File: config.mk
export PLATFORM = sky130hd
export DESIGN_NAME = fetch_unit
export DESIGN_NICKNAME = d
export VERILOG_FILES = /design/src/rtl/fetch_unit.sv
export SDC_FILE = /design/constraint.sdc
export NUM_CORES = 1
export LEC_CHECK = 0
export CAP_MARGIN = 10
export CORE_ASPECT_RATIO = 0.75
export CORE_MARGIN = 5
export CORE_UTILIZATION = 44
export CTS_CLUSTER_DIAMETER = 200
export DETAILED_ROUTE_END_ITERATION = 10
export GPL_TIMING_DRIVEN = 0
export PLACE_DENSITY_LB_ADDON = 0.25
export SETUP_SLACK_MARGIN = 0.1
export SYNTH_ARGS = -nofsm -noshare
export SYNTH_HDL_FRONTEND = slang
export SYNTH_SLANG_ARGS = --single-unit
File: constraint.sdc
create_clock -name clk -period 3.55 [get_ports clk]
set_input_delay 0.71 -clock clk [delete_from_list [all_inputs] [get_ports clk]]
set_output_delay 0.71 -clock clk [all_outputs]
set_load 0.005 [all_outputs]
File: src/rtl/fetch_unit.sv
`default_nettype none
// +----------------------------------------------------------------------------+
// | fetch_unit: PC owner and req/ack instruction fetcher feeding decode.       |
// | Optional FETCH_MISALIGN_TRAP_EN: halt with fetch_fault on misaligned PC.   |
// | Revision: 1.0                                                              |
// +----------------------------------------------------------------------------+
module fetch_unit #(
    parameter int              XLEN     = 32,
    parameter logic [XLEN-1:0] RESET_PC = '0
) (
    input  logic            clk,
    input  logic            rst,
    output logic            imem_req,
    output logic [XLEN-1:0] imem_addr,
    input  logic            imem_ack,
    input  logic [31:0]     imem_rdata,
    output logic [31:0]     instr,
    output logic            instr_valid,
    input  logic            instr_ready,
    input  logic            Pcsrc,
    input  logic [XLEN-1:0] imm_ext,
    output logic [XLEN-1:0] pc,
    output logic [XLEN-1:0] pc_plus4,
    output logic [6:0]      opcode,
    output logic [2:0]      funct3,
    output logic            funct7,
    output logic            fetch_fault
);

    typedef enum logic [1:0] {
        S_FLUSH = 2'd0,
        S_FETCH = 2'd1,
        S_ISSUE = 2'd2,
        S_HALT  = 2'd3
    } state_t;

    localparam logic [31:0] C_NOP = 32'h0000_0013;

    state_t          state_q;
    logic [XLEN-1:0] pc_q;
    logic [31:0]     instr_q;
    logic            imem_req_q;
    logic            instr_valid_q;
    logic [XLEN-1:0] next_pc_raw;
    logic [XLEN-1:0] next_pc_d;

    assign pc_plus4    = pc_q + XLEN'(4);
    assign next_pc_raw = Pcsrc ? (pc_q + imm_ext) : pc_plus4;

`ifdef FETCH_MISALIGN_TRAP_EN
    logic fault_q;
    logic w_misalign;
    assign next_pc_d   = next_pc_raw;
    assign w_misalign  = |next_pc_raw[1:0];
    assign fetch_fault = fault_q;
`else
    assign next_pc_d   = next_pc_raw & ~XLEN'(3);
    assign fetch_fault = 1'b0;
`endif

    always_ff @(posedge clk) begin
        if (rst) begin
            state_q       <= S_FLUSH;
            pc_q          <= RESET_PC;
            instr_q       <= C_NOP;
            imem_req_q    <= 1'b0;
            instr_valid_q <= 1'b0;
`ifdef FETCH_MISALIGN_TRAP_EN
            fault_q       <= 1'b0;
`endif
        end else begin
            case (state_q)
                // Any ack arriving here belongs to a fetch abandoned by reset.
                S_FLUSH: begin
                    imem_req_q <= 1'b1;
                    state_q    <= S_FETCH;
                end
                S_FETCH: begin
                    if (imem_ack) begin
                        instr_q       <= imem_rdata;
                        instr_valid_q <= 1'b1;
                        imem_req_q    <= 1'b0;
                        state_q       <= S_ISSUE;
                    end
                end
                S_ISSUE: begin
                    if (instr_ready) begin
                        pc_q          <= next_pc_d;
                        instr_q       <= C_NOP;
                        instr_valid_q <= 1'b0;
`ifdef FETCH_MISALIGN_TRAP_EN
                        if (w_misalign) begin
                            fault_q <= 1'b1;
                            state_q <= S_HALT;
                        end else begin
                            imem_req_q <= 1'b1;
                            state_q    <= S_FETCH;
                        end
`else
                        imem_req_q <= 1'b1;
                        state_q    <= S_FETCH;
`endif
                    end
                end
                S_HALT: begin
                    imem_req_q    <= 1'b0;
                    instr_valid_q <= 1'b0;
                end
                default: begin
                    imem_req_q <= 1'b0;
                    state_q    <= S_FLUSH;
                end
            endcase
        end
    end

    assign imem_req    = imem_req_q;
    assign imem_addr   = pc_q;
    assign pc          = pc_q;
    assign instr       = instr_q;
    assign instr_valid = instr_valid_q;
    assign opcode      = instr_q[6:0];
    assign funct3      = instr_q[14:12];
    assign funct7      = instr_q[30];

endmodule
`default_nettype wire
==> results.md <==
- CTS clk-pin slew, worst paths: 0.06 ns
- Top FF cell, synth: dfxtp_1
- DIE AREA: 14100 um^2
- Ys async rst share: 0
- CP Data Required Time: 2.84 ns
- Lkg Pwr: 3.11 nW
- Vias in the first global route: 5574
- Max-cap violations: 0
- Worst Skew: 0.00714 ns
- Antenna cells: 0
- FP Rows: 34
- Routed wire length: 18.5 mm
- Die X: 135 um
- CTS max path bufs: 2
- CTS Hold Buffers Added: 0
- Routed Antenna Nets: 0
- TritonCTS Sinks: 66
- Unrepaired setup endpoints after global routing: yes
- # H-tree levels: 3
- Pre-CTS setup slack: -0.239 ns
- DRT iter0 DRCs: 478
- Power Total: 2.29 mW
- Nets@finish: 981
- Global-route wire length before repair: 29.2 mm
- Total track usage: 0.253
- Sequential cell area fraction in the yosys report: 0.255
- CTS tree: built
- Dpl cells: 1027
- Gr ovfl total: 0
- Hold Crit Class: reg -> reg
- Peak VDD IR: 0.285 mV
- Status: completed
- Clock Latency Late Sink: 0.33 ns
- Final Cell Area: 7840 um^2
- Yosys warning total: 0
- PortBufs: 201
- Vias per cell: 5.55
- Share of the core filled with cells: 0.677
- Crit end category: primary output
- Area grow syn2layout: 51.2%
- Min Clock Period, post-route: 3.39 ns
- Most frequent cells in the layout: 199 x clkdlybuf4s50_1, 82 x nor2_1, 62 x dfxtp_1
- # setup viols final: 0
- Worst-Margin Slew: 0.738 ns
- CP Data Arrival Time: 2.68 ns
- Max Clock Freq: 0.295 GHz
- Final Max Tran Viols: 0
- Via Count: 5820
- Post-synth cell types: 76
- Critical path class: reg -> out
- Final Hold Slack: 0.457 ns
- Core region area: 11600 um^2
- Avg Cell Area, Syn: 7.88 um^2
- CP Max Fanout: 9
- R2R depth: 9
- Worst hold path stage count: 2
- Placed Area: 7420 um^2
- Pin count of the biggest net entering global routing: 14
- Register area: 1330 um^2
- PwrDens: 292 nW/um^2
- Leading cell type in the layout, fill and taps excluded: clkdlybuf4s50_1
- Cell Area, Synth: 5180 um^2
- CTS buffer count: 9
- Setup slack after layout: 0.161 ns
- Rel. slew slack: 0.508
- I/O Pins: 211
- Placer congestion estimate: 0.980
- EDFF count, synth: 0
- Fillers: 977
- Initial antenna violation count: 0
- Worst setup SP type: register
- Initial core utilization: 0.448
- DRC errors left: 0
- Multi-input logic area: 3360 um^2
- Syn Inst Count: 658
- Final Cycle Share: 0.955
- First-pass iteration count of the detailed router: 7
- FF+latch count, synth: 66
- Avg WL per Cell: 17.7 um
- Clock Root Buffer: clkbuf_16
- Non-filler instance count after layout: 1048
- Share of layout cells above drive strength 1: 0.133
- Dpl hpwl: 14.3 mm
- Die Ht: 104 um
- Fin. Hold Viols: 0
- Setup TNS Final: 0 ns
## flip-flops by register name (all words and copies together) (netlist names)
signal	cells
imem_addr	30
imem_req	1
instr	32
instr_valid	1
state_q	2
## metal layers
| layer | track usage | vias to the layer above | part of all wire |
|---|---|---|---|
| met3 | 0.0711 | 33 | 0.097 |
| met1 | 0.358 | 2685 | 0.46 |
| met5 | 0 | - | 0 |
| met2 | 0.381 | 343 | 0.43 |
| li1 | - | 2759 | - |
| met4 | 0.0554 | 0 | 0.018 |
## critical path: stages (launching register included)
cell,delay [ns]
dfxtp_1,0.52
and4_2,0.34
and4_4,0.27
and2_1,0.14
buf_6,0.12
nand3_4,0.10
nor2_2,0.17
xnor2_1,0.14
clkdlybuf4s50_1,0.54
## report_power, final
part | internal (mW) | switching, mW | leakage, nW
Combinational | 0.270 | 0.233 | 2.41
Sequential | 0.770 | 0.0360 | 0.539
Clock | 0.621 | 0.358 | 0.160
Total | 1.66 | 0.627 | 3.11
## repair_timing
item | CTS | global route
pin swaps | 2 | 4
buffers inserted | 3 | 2
endpoints found under the setup margin | 14 | 12
hold endpoints to repair | 0 | 0
resized for setup | 5 | 12
## layout make-up
class / count / share of cell area
Multi-Input combinational cell: 503 / 0.429
Timing Repair Buffer: 206 / 0.262
Sequential cell: 66 / 0.170
Buffer: 82 / 0.0651
Clock buffer: 9 / 0.0287
Tap cell: 162 / 0.0259
Clock inverter: 7 / 0.0128
Inverter: 13 / 0.00623
## worst paths after layout
kind	slack, ns	endpoint	startpoint
hold reg to reg	0.46	instr_valid$_SDFFE_PP0P_	instr_valid$_SDFFE_PP0P_
setup reg to reg	0.54	imem_addr[30]$_SDFFE_PP0P_	imem_addr[9]$_SDFFE_PP0P_
hold / removal	0.46	instr_valid$_SDFFE_PP0P_	instr_valid$_SDFFE_PP0P_
setup / recovery	0.16	pc_plus4[28]	imem_addr[13]$_SDFFE_PP0P_
## logic make-up (layout without fill, tap and decap cells)
family | Yosys count | in the layout | share of synthesized area
AO/OA/AOI/OAI | 188 | 188 | 0.248
XOR/XNOR | 51 | 51 | 0.0876
adder cells (fa/ha/maj) | 31 | 31 | 0.0763
buffers and inverters | 95 | 317 | 0.107
flip-flops | 66 | 66 | 0.255
multiplexers | 4 | 4 | 0.00797
other | 1 | 7 | 0.000723
AND/OR/NAND/NOR | 222 | 222 | 0.217
## synthesized netlist by cell type (all sizes together) (3+ instances only)
library cell   n  share of area
nand2         43          0.032
o21a           3         0.0043
clkbuf        23          0.017
and4           3         0.0056
mux2i          3         0.0058
a2111oi        3         0.0065
nand4         10          0.018
o22ai          5         0.0060
nand3         35          0.036
o211ai         3         0.0053
nor2b          5         0.0060
ha            30          0.072
o21bai         5         0.0072
o21ai         33          0.035
nor2          85          0.063
and2           3         0.0043
a221oi         4         0.0080
nor3          15          0.019
nor3b          3         0.0043
xor2          17          0.030
o31ai          4         0.0058
a22oi         33          0.048
dfxtp         66           0.25
buf           59          0.081
a21oi         52          0.051
inv           13         0.0094
a211oi        13          0.020
a21o          11          0.016
and3           8          0.011
nand2b         5         0.0060
a31oi          5         0.0089
a311oi         4         0.0068
xnor2         34          0.057
Power figures use the tool's default switching activity.
